`src/rtl/i4001_rom_ctrl_if.sv`:
```
// ----------------------------------------------------------------------------
// i4001_rom_ctrl_if
// Bundles the MCS-4 bus, backing-memory and I/O-port signals of one 4001-style
// ROM controller.
//   sync      - X3 marker from the CPU (next clk is A1)
//   cm_rom    - CPU command line to ROMs
//   dbus_in   - resolved 4-bit data bus
//   dbus_out  - value this ROM drives onto the bus
//   dbus_oe   - bus drive enable
//   mem_en    - backing memory read strobe (A3)
//   mem_addr  - backing memory byte address
//   mem_rdata - memory data, valid one clk after mem_en
//   io_in     - I/O port input pins
//   io_out    - I/O port output latch
//   io_we     - one-clk pulse when io_out is written
//   sync_err  - one-clk pulse on a sync protocol violation
// Modports: slave = the ROM controller, master = CPU/bus/memory side.
// ----------------------------------------------------------------------------
interface i4001_rom_ctrl_if;
    logic       sync;
    logic       cm_rom;
    logic [3:0] dbus_in;
    logic [3:0] dbus_out;
    logic       dbus_oe;
    logic       mem_en;
    logic [7:0] mem_addr;
    logic [7:0] mem_rdata;
    logic [3:0] io_in;
    logic [3:0] io_out;
    logic       io_we;
    logic       sync_err;

    modport slave (
        input  sync, cm_rom, dbus_in, mem_rdata, io_in,
        output dbus_out, dbus_oe, mem_en, mem_addr, io_out, io_we, sync_err
    );

    modport master (
        output sync, cm_rom, dbus_in, mem_rdata, io_in,
        input  dbus_out, dbus_oe, mem_en, mem_addr, io_out, io_we, sync_err
    );
endinterface

```
`src/rtl/i4001_rom_ctrl.sv`:
```
// ----------------------------------------------------------------------------
// i4001_rom_ctrl
// Bus-side controller for one 4001-style ROM on the MCS-4 bus. Tracks the
// 8-phase instruction cycle from sync, captures the fetch address over A1-A3,
// reads a byte from a 1-cycle synchronous memory on a chip match and returns
// it nibble-wise in M1/M2. Also tracks SRC chip selection and serves WRR/RDR.
// Ports:
//   clk  - clock, one bus phase per clk
//   rst  - synchronous active-high reset
//   bus  - i4001_rom_ctrl_if.slave (bus, memory and I/O port signals)
// Parameter:
//   CHIP_ID - chip number matched against address [11:8] and SRC operand
// ----------------------------------------------------------------------------
module i4001_rom_ctrl #(
    parameter logic [3:0] CHIP_ID = 4'h0
) (
    input  logic                    clk,
    input  logic                    rst,
    i4001_rom_ctrl_if.slave         bus
);

    localparam logic [3:0] PH_UNSYNC = 4'd0;
    localparam logic [3:0] PH_A1     = 4'd1;
    localparam logic [3:0] PH_A2     = 4'd2;
    localparam logic [3:0] PH_A3     = 4'd3;
    localparam logic [3:0] PH_M1     = 4'd4;
    localparam logic [3:0] PH_M2     = 4'd5;
    localparam logic [3:0] PH_X1     = 4'd6;
    localparam logic [3:0] PH_X2     = 4'd7;
    localparam logic [3:0] PH_X3     = 4'd8;

    logic [3:0] r_phase;
    logic [3:0] w_phase_nxt;
    logic [7:0] r_addr;
    logic       r_hit;
    // Only the low nibble of the fetched byte is needed after M1.
    logic [3:0] r_opbuf;
    logic [7:0] r_instr;
    logic       r_second;
    logic       r_io_cmd;
    logic       r_selected;
    logic [3:0] r_io_out;
    logic       r_io_we;
    logic       r_sync_err;

    logic       w_chip_match;
    logic       w_in_cycle;
    logic       w_two_word;
    logic       w_src;
    logic       w_wrr;
    logic       w_rdr;

    assign w_chip_match = (bus.dbus_in == CHIP_ID);
    assign w_in_cycle   = (r_phase >= PH_A1) && (r_phase <= PH_X2);

    // First words of the two-word instructions: JCN, FIM, JUN, JMS, ISZ.
    assign w_two_word = (r_instr[7:4] == 4'h1) ||
                        ((r_instr[7:4] == 4'h2) && !r_instr[0]) ||
                        (r_instr[7:4] == 4'h4) ||
                        (r_instr[7:4] == 4'h5) ||
                        (r_instr[7:4] == 4'h7);

    // A second word is pure data, so every decode is gated by r_second.
    assign w_src = !r_second && (r_instr[7:4] == 4'h2) && r_instr[0];
    assign w_wrr = !r_second && r_io_cmd && r_selected && (r_instr == 8'hE2);
    assign w_rdr = !r_second && r_io_cmd && r_selected && (r_instr == 8'hEA);

    always_comb begin
        w_phase_nxt = PH_UNSYNC;
        if (bus.sync) begin
            w_phase_nxt = PH_A1;
        end else begin
            case (r_phase)
                PH_A1:   w_phase_nxt = PH_A2;
                PH_A2:   w_phase_nxt = PH_A3;
                PH_A3:   w_phase_nxt = PH_M1;
                PH_M1:   w_phase_nxt = PH_M2;
                PH_M2:   w_phase_nxt = PH_X1;
                PH_X1:   w_phase_nxt = PH_X2;
                PH_X2:   w_phase_nxt = PH_X3;
                default: w_phase_nxt = PH_UNSYNC;
            endcase
        end
    end

    always_ff @(posedge clk) begin
        if (rst) begin
            r_phase    <= PH_UNSYNC;
            r_addr     <= 8'h00;
            r_hit      <= 1'b0;
            r_opbuf    <= 4'h0;
            r_instr    <= 8'h00;
            r_second   <= 1'b0;
            r_io_cmd   <= 1'b0;
            r_selected <= 1'b0;
            r_io_out   <= 4'h0;
            r_io_we    <= 1'b0;
            r_sync_err <= 1'b0;
        end else begin
            r_phase    <= w_phase_nxt;
            // Early sync inside a cycle, or a missing sync at X3.
            r_sync_err <= (bus.sync && w_in_cycle) || (!bus.sync && (r_phase == PH_X3));
            r_io_we    <= 1'b0;
            case (r_phase)
                PH_A1: r_addr[3:0] <= bus.dbus_in;
                PH_A2: r_addr[7:4] <= bus.dbus_in;
                PH_A3: r_hit <= w_chip_match;
                PH_M1: begin
                    r_instr[7:4] <= bus.dbus_in;
                    if (r_hit) begin
                        r_opbuf <= bus.mem_rdata[3:0];
                    end
                end
                PH_M2: begin
                    r_instr[3:0] <= bus.dbus_in;
                    r_io_cmd     <= bus.cm_rom;
                end
                PH_X2: begin
                    if (w_src && bus.cm_rom) begin
                        r_selected <= w_chip_match;
                    end
                    if (w_wrr) begin
                        r_io_out <= bus.dbus_in;
                        r_io_we  <= 1'b1;
                    end
                end
                PH_X3: r_second <= !r_second && w_two_word;
                default: ;
            endcase
        end
    end

    // Drive is decoded from the current phase, so a resync or reset drops it
    // on the very next edge.
    always_comb begin
        bus.dbus_out = 4'h0;
        bus.dbus_oe  = 1'b0;
        case (r_phase)
            PH_M1: begin
                if (r_hit) begin
                    bus.dbus_out = bus.mem_rdata[7:4];
                    bus.dbus_oe  = 1'b1;
                end
            end
            PH_M2: begin
                if (r_hit) begin
                    bus.dbus_out = r_opbuf;
                    bus.dbus_oe  = 1'b1;
                end
            end
            PH_X2: begin
                if (w_rdr) begin
                    bus.dbus_out = bus.io_in;
                    bus.dbus_oe  = 1'b1;
                end
            end
            default: ;
        endcase
    end

    assign bus.mem_en   = (r_phase == PH_A3) && w_chip_match;
    assign bus.mem_addr = r_addr;
    assign bus.io_out   = r_io_out;
    assign bus.io_we    = r_io_we;
    assign bus.sync_err = r_sync_err;

endmodule
```
`src/flat_wrapper.sv`:
```
// flat-port wrapper written by rule: the top's interface ports become plain ports
module i4001_rom_ctrl_flat 
#(
    parameter logic [3:0] CHIP_ID = 4'h0
)
  (clk, rst, bus_sync, bus_cm_rom, bus_dbus_in, bus_mem_rdata, bus_io_in, bus_dbus_out, bus_dbus_oe, bus_mem_en, bus_mem_addr, bus_io_out, bus_io_we, bus_sync_err);
  i4001_rom_ctrl_if bus_i ();
  input  logic clk;
  input  logic rst;
  input wire logic [$bits(bus_i.sync)-1:0] bus_sync;
  input wire logic [$bits(bus_i.cm_rom)-1:0] bus_cm_rom;
  input wire logic [$bits(bus_i.dbus_in)-1:0] bus_dbus_in;
  input wire logic [$bits(bus_i.mem_rdata)-1:0] bus_mem_rdata;
  input wire logic [$bits(bus_i.io_in)-1:0] bus_io_in;
  output wire logic [$bits(bus_i.dbus_out)-1:0] bus_dbus_out;
  output wire logic [$bits(bus_i.dbus_oe)-1:0] bus_dbus_oe;
  output wire logic [$bits(bus_i.mem_en)-1:0] bus_mem_en;
  output wire logic [$bits(bus_i.mem_addr)-1:0] bus_mem_addr;
  output wire logic [$bits(bus_i.io_out)-1:0] bus_io_out;
  output wire logic [$bits(bus_i.io_we)-1:0] bus_io_we;
  output wire logic [$bits(bus_i.sync_err)-1:0] bus_sync_err;
  assign bus_i.sync = bus_sync;
  assign bus_i.cm_rom = bus_cm_rom;
  assign bus_i.dbus_in = bus_dbus_in;
  assign bus_i.mem_rdata = bus_mem_rdata;
  assign bus_i.io_in = bus_io_in;
  assign bus_dbus_out = bus_i.dbus_out;
  assign bus_dbus_oe = bus_i.dbus_oe;
  assign bus_mem_en = bus_i.mem_en;
  assign bus_mem_addr = bus_i.mem_addr;
  assign bus_io_out = bus_i.io_out;
  assign bus_io_we = bus_i.io_we;
  assign bus_sync_err = bus_i.sync_err;
  i4001_rom_ctrl #(.CHIP_ID(CHIP_ID)) u_core (.clk(clk), .rst(rst), .bus(bus_i));
endmodule
```
`config.mk`:
```
export PLATFORM = sky130hd
export DESIGN_NAME = i4001_rom_ctrl_flat
export DESIGN_NICKNAME = d
export VERILOG_FILES = /design/src/rtl/i4001_rom_ctrl_if.sv /design/src/rtl/i4001_rom_ctrl.sv /design/src/flat_wrapper.sv
export SDC_FILE = /design/constraint.sdc
export NUM_CORES = 1
export LEC_CHECK = 0
export CAP_MARGIN = 20
export CELL_PAD_IN_SITES_DETAIL_PLACEMENT = 1
export CELL_PAD_IN_SITES_GLOBAL_PLACEMENT = 2
export CORE_MARGIN = 4
export CORE_UTILIZATION = 29
export CTS_CLUSTER_DIAMETER = 40
export DETAILED_ROUTE_END_ITERATION = 12
export PLACE_DENSITY_LB_ADDON = 0.25
export SKIP_LAST_GASP = 1
export SLEW_MARGIN = 0
export SYNTH_ARGS = -nofsm -noshare
export SYNTH_HDL_FRONTEND = slang
export SYNTH_SLANG_ARGS = --single-unit
```
`constraint.sdc`:
```
create_clock -name clk -period 1.79 [get_ports clk]
set_input_delay 0.2685 -clock clk [delete_from_list [all_inputs] [get_ports clk]]
set_output_delay 0.2685 -clock clk [all_outputs]
set_load 0.01 [all_outputs]
```
==> metrics.txt <==
# TYPE chip_impl_metric gauge
chip_impl_info{name="status",value="finished with violations"} 1
chip_impl_info{name="violations_in_the_final_reports",value="setup timing"} 1
chip_impl_info{name="clk_root_buffer_cell",value="clkbuf_8"} 1
chip_impl_metric{name="die_w",unit="um"} 82.78
chip_impl_metric{name="period_minus_slack",unit="ns"} 1.799
chip_impl_metric{name="syn_nets",unit=""} 196
chip_impl_metric{name="routedWlPerCell",unit="um"} 15.61
chip_impl_metric{name="postSynth.asyncResetShare",unit=""} 0
chip_impl_metric{name="power.sequential.fraction",unit=""} 0.508
chip_impl_metric{name="postLayoutCoreUtil",unit=""} 0.4613
chip_impl_metric{name="post-route-period-util",unit=""} 1.005
chip_impl_metric{name="drtIter0Drc",unit=""} 34
chip_impl_metric{name="power_frac_clock",unit=""} 0.383
chip_impl_metric{name="total_via_count_after_detailed_routing",unit=""} 1501
chip_impl_metric{name="top_level_ports",unit=""} 40
chip_impl_metric{name="syn-instance-count",unit=""} 176
chip_impl_metric{name="antenna_violations_before_repair",unit=""} 0
chip_impl_metric{name="cts_num_sinks",unit=""} 34
chip_impl_metric{name="internal_power",unit="mW"} 1.172
chip_impl_metric{name="yosys_warnings",unit=""} 0
chip_impl_metric{name="worst_ep_arrival_time",unit="ns"} 1.53
chip_impl_metric{name="total_switching_power",unit="mW"} 0.3529
chip_impl_metric{name="switching_share",unit=""} 0.2314
chip_impl_info{name="rsz0062_at_grt",value="yes"} 1
chip_impl_metric{name="final_antenna_net_count",unit=""} 0
chip_impl_metric{name="syn2layout_area_growth",unit="%"} 49.92
chip_impl_metric{name="synth_seq_cells",unit=""} 34
chip_impl_metric{name="finalSetupViolCount",unit=""} 1
chip_impl_metric{name="finalClockSkew",unit="ns"} 0.001928
chip_impl_metric{name="slew-limit-headroom",unit=""} 0.6644
chip_impl_metric{name="hold_viol",unit=""} 0
chip_impl_metric{name="antenna_cells_inserted",unit=""} 0
chip_impl_metric{name="power.density",unit="nW/um^2"} 627.2
chip_impl_metric{name="cts-root-to-sink-buffers",unit=""} 2
chip_impl_metric{name="via_count_of_the_first_global_routing_pass",unit=""} 1660
chip_impl_metric{name="std_cell_rows",unit=""} 26
chip_impl_info{name="critical_path.endpoint_type",value="output port"} 1
chip_impl_metric{name="power_frac_comb",unit=""} 0.108
chip_impl_info{name="ys_dominant_reg_cell",value="dfxtp_1"} 1
chip_impl_metric{name="dp_hpwl",unit="mm"} 3.603
chip_impl_metric{name="drc_errors",unit=""} 0
chip_impl_metric{name="clk_transition_reported_paths",unit="ns"} 0.07
chip_impl_metric{name="synth_area",unit="um^2"} 1622
chip_impl_metric{name="ys_seq_area_frac",unit=""} 0.4198
chip_impl_metric{name="critical_path_peak_fanout",unit=""} 6
chip_impl_metric{name="post_synthesis_area_per_instance",unit="um^2"} 9.213
chip_impl_metric{name="global_route.usage.total",unit=""} 0.1550
chip_impl_metric{name="edff_count_synth",unit=""} 0
chip_impl_metric{name="postLayoutSetupSlackWorst",unit="ns"} -0.008789
chip_impl_metric{name="ir_worst_vdd",unit="mV"} 0.3209
chip_impl_metric{name="final_routed_wirelength",unit="mm"} 4.871
chip_impl_metric{name="max_slew.worst_pin.slew",unit="ns"} 0.4965
chip_impl_info{name="holdCritPathClass",value="reg2reg"} 1
chip_impl_metric{name="cts_inserted_buffers",unit=""} 5
chip_impl_metric{name="die_area",unit="um^2"} 6852
chip_impl_metric{name="number_of_distinct_library_cells_after_synthesis",unit=""} 37
chip_impl_metric{name="gp_congestion",unit=""} 0.7793
chip_impl_metric{name="core_area",unit="um^2"} 5270
chip_impl_info{name="timing_worst_setup_path_type",value="reg2out"} 1
chip_impl_metric{name="die_h",unit="um"} 82.78
chip_impl_metric{name="maxCapViolCount",unit=""} 0
chip_impl_metric{name="post-route-cell-area",unit="um^2"} 2431
chip_impl_metric{name="crit_path_max_incr_delay",unit="ns"} 0.34
chip_impl_metric{name="vias_per_cell",unit=""} 4.811
chip_impl_metric{name="critPathRequiredTime",unit="ns"} 1.52
chip_impl_metric{name="io_buffer_count",unit=""} 39
chip_impl_info{name="timing.critical_path.slowest_stage_cell",value="dfxtp_2"} 1
chip_impl_metric{name="htree_num_levels",unit=""} 2
chip_impl_metric{name="p_leak",unit="nW"} 0.9229
chip_impl_metric{name="dpl-instance-area",unit="um^2"} 2238
chip_impl_metric{name="firstDrtPassIters",unit=""} 4
chip_impl_metric{name="setup-tns-final",unit="ns"} -0.008789
chip_impl_metric{name="clk-insertion-delay-late",unit="ns"} 0.28
chip_impl_metric{name="dp_worst_setup_slack",unit="ns"} -0.4278
chip_impl_metric{name="finish.net_count",unit=""} 261
chip_impl_info{name="critical_path.cell_chain",value="buf_6 -> nor4b_4 -> buf_6 -> a32oi_2 -> o21ai_1 -> buf_2"} 1
chip_impl_metric{name="grt_pass1_wl",unit="mm"} 8.031
chip_impl_metric{name="gr-total-overflow",unit=""} 0
chip_impl_info{name="timing.critical_path.from_type",value="flop"} 1
chip_impl_metric{name="grt_max_degree",unit=""} 41
chip_impl_metric{name="effective_utilization_at_floorplan",unit=""} 0.3077
chip_impl_metric{name="fmaxAchievable",unit="MHz"} 555.9
chip_impl_info{name="cts_tree",value="yes"} 1
chip_impl_info{name="path_common_cell",value="buf_6"} 1
chip_impl_metric{name="filler_cell_count",unit=""} 628
chip_impl_metric{name="layout-drive-gt1-share",unit=""} 0.2479
chip_impl_metric{name="slew_violations",unit=""} 0
-- worst max-delay path, delay by kind of cell (launching register included) --
family / cells / cell delay (ns)
buf+inv: 3 / 0.44
flops: 1 / 0.34
simple gates: 1 / 0.27
compound gates: 2 / 0.19
-- registers in the layout (all words and copies together) (netlist names) --
signal	cells
u_core.r_hit	1
u_core.bus.mem_addr	8
u_core.r_selected	1
u_core.bus.sync_err	1
u_core.r_second	1
u_core.r_phase	4
u_core.r_io_cmd	1
u_core.r_opbuf	4
u_core.r_instr	8
u_core.bus.io_we	1
u_core.bus.io_out	4
-- path summary, 6_finish.rpt --
path | start | end | slack, ns | cells past startpoint
hold / removal | u_core.r_opbuf[0]$_SDFFE_PP0P_ | u_core.r_opbuf[0]$_SDFFE_PP0P_ | 0.48 | 2
setup / recovery | u_core.r_phase[1]$_SDFF_PP0_ | bus_dbus_out[1] | -0.009 | 6
setup reg to reg | u_core.r_phase[1]$_SDFF_PP0_ | u_core.r_opbuf[3]$_SDFFE_PP0P_ | 0.18 | 4
hold reg to reg | u_core.r_opbuf[0]$_SDFFE_PP0P_ | u_core.r_opbuf[0]$_SDFFE_PP0P_ | 0.48 | 2
-- Yosys cell counts, drive strengths merged, types with 2 or more instances --
cell,n,area share
nor3,4,0.012
nor4b,4,0.049
and4b,2,0.012
nand3,5,0.015
inv,10,0.023
nand2,10,0.023
a21oi,11,0.034
nand4b,2,0.011
or4b,2,0.012
xnor2,2,0.011
mux2i,18,0.11
clkbuf,5,0.012
nor2b,2,0.0077
o21ai,9,0.028
nor4,3,0.012
and2,4,0.015
buf,8,0.035
a32oi,4,0.022
nor2,15,0.035
nand2b,11,0.042
dfxtp,34,0.42
-- routing by layer --
layer	vias up	wire length (um)	GRT usage
met2	27	2545	0.2813
li1	744	-	-
met4	0	48	0.03922
met3	5	160	0.03240
met5	-	0	0
met1	725	2116	0.1850
-- logic make-up after synthesis --
family          share of synthesized area
buf+inv                           0.07020
compound gates                     0.1042
xor+xnor                          0.01080
flops                              0.4198
mux                                0.1111
simple gates                       0.2840
-- power by group through the flow --
stage | clock [mW] | combinational [mW] | sequential (mW)
final | 0.585 | 0.165 | 0.775
after global routing | 0.648 | 0.179 | 0.776
after CTS | 0.609 | 0.165 | 0.775
after detailed placement | 0 | 0.164 | 0.791
after global placement | 0 | 0.160 | 0.791
after floorplan | 0 | 0.0600 | 0.795
-- layout by cell type (no fill, tap or decap), types with 2 or more instances in the layout --
cell              n
xnor2_1           2
buf_4            26
nand3_1           5
and4b_1           2
nor2b_1           2
buf_6             5
nand2_1          10
a21oi_1          11
nor2_1           15
clkdlybuf4s50_1  30
buf_2             5
or4b_1            2
dfxtp_2           4
nor4b_4           3
mux2i_1          18
clkbuf_8          6
nand4b_1          2
nor3_1            4
inv_1            10
o21ai_1           4
nand2b_1         11
and2_1            4
nor4_1            2
dlygate4sd2_1     3
dfxtp_1          30
o21ai_0           5
a32oi_2           3
-- what timing repair did --
item,CTS,global route
gates resized for setup,38,12
hold buffers,0,0
pin swaps,4,6
hold endpoints to repair,0,0
setup endpoints to repair,6,5
buffers inserted,5,0
-- final cells by class --
cell class | count | area (um^2) | area share
clock inverters | 1 | 5.005 | 0.002059
clock buffers | 7 | 86.33 | 0.03551
repair buffers | 71 | 634.4 | 0.2609
multi-input cells | 119 | 894.6 | 0.3680
flip-flops and latches | 34 | 685.7 | 0.2820
well taps | 70 | 87.58 | 0.03603
inverters | 10 | 37.54 | 0.01544
-- metrics by stage --
stage | std cells | hold WS (ns) | power [mW]
2_1_floorplan | 176 | 0.3453 | 0.8549
3_3_place_gp | 299 | 0.4622 | 0.9511
3_5_place_dp | 299 | 0.4689 | 0.9558
4_1_cts | 312 | 0.4789 | 1.549
5_1_grt | 312 | 0.5027 | 1.603
6_report | 312 | 0.4777 | 1.525
No activity file was read; power rests on OpenSTA's default activity.
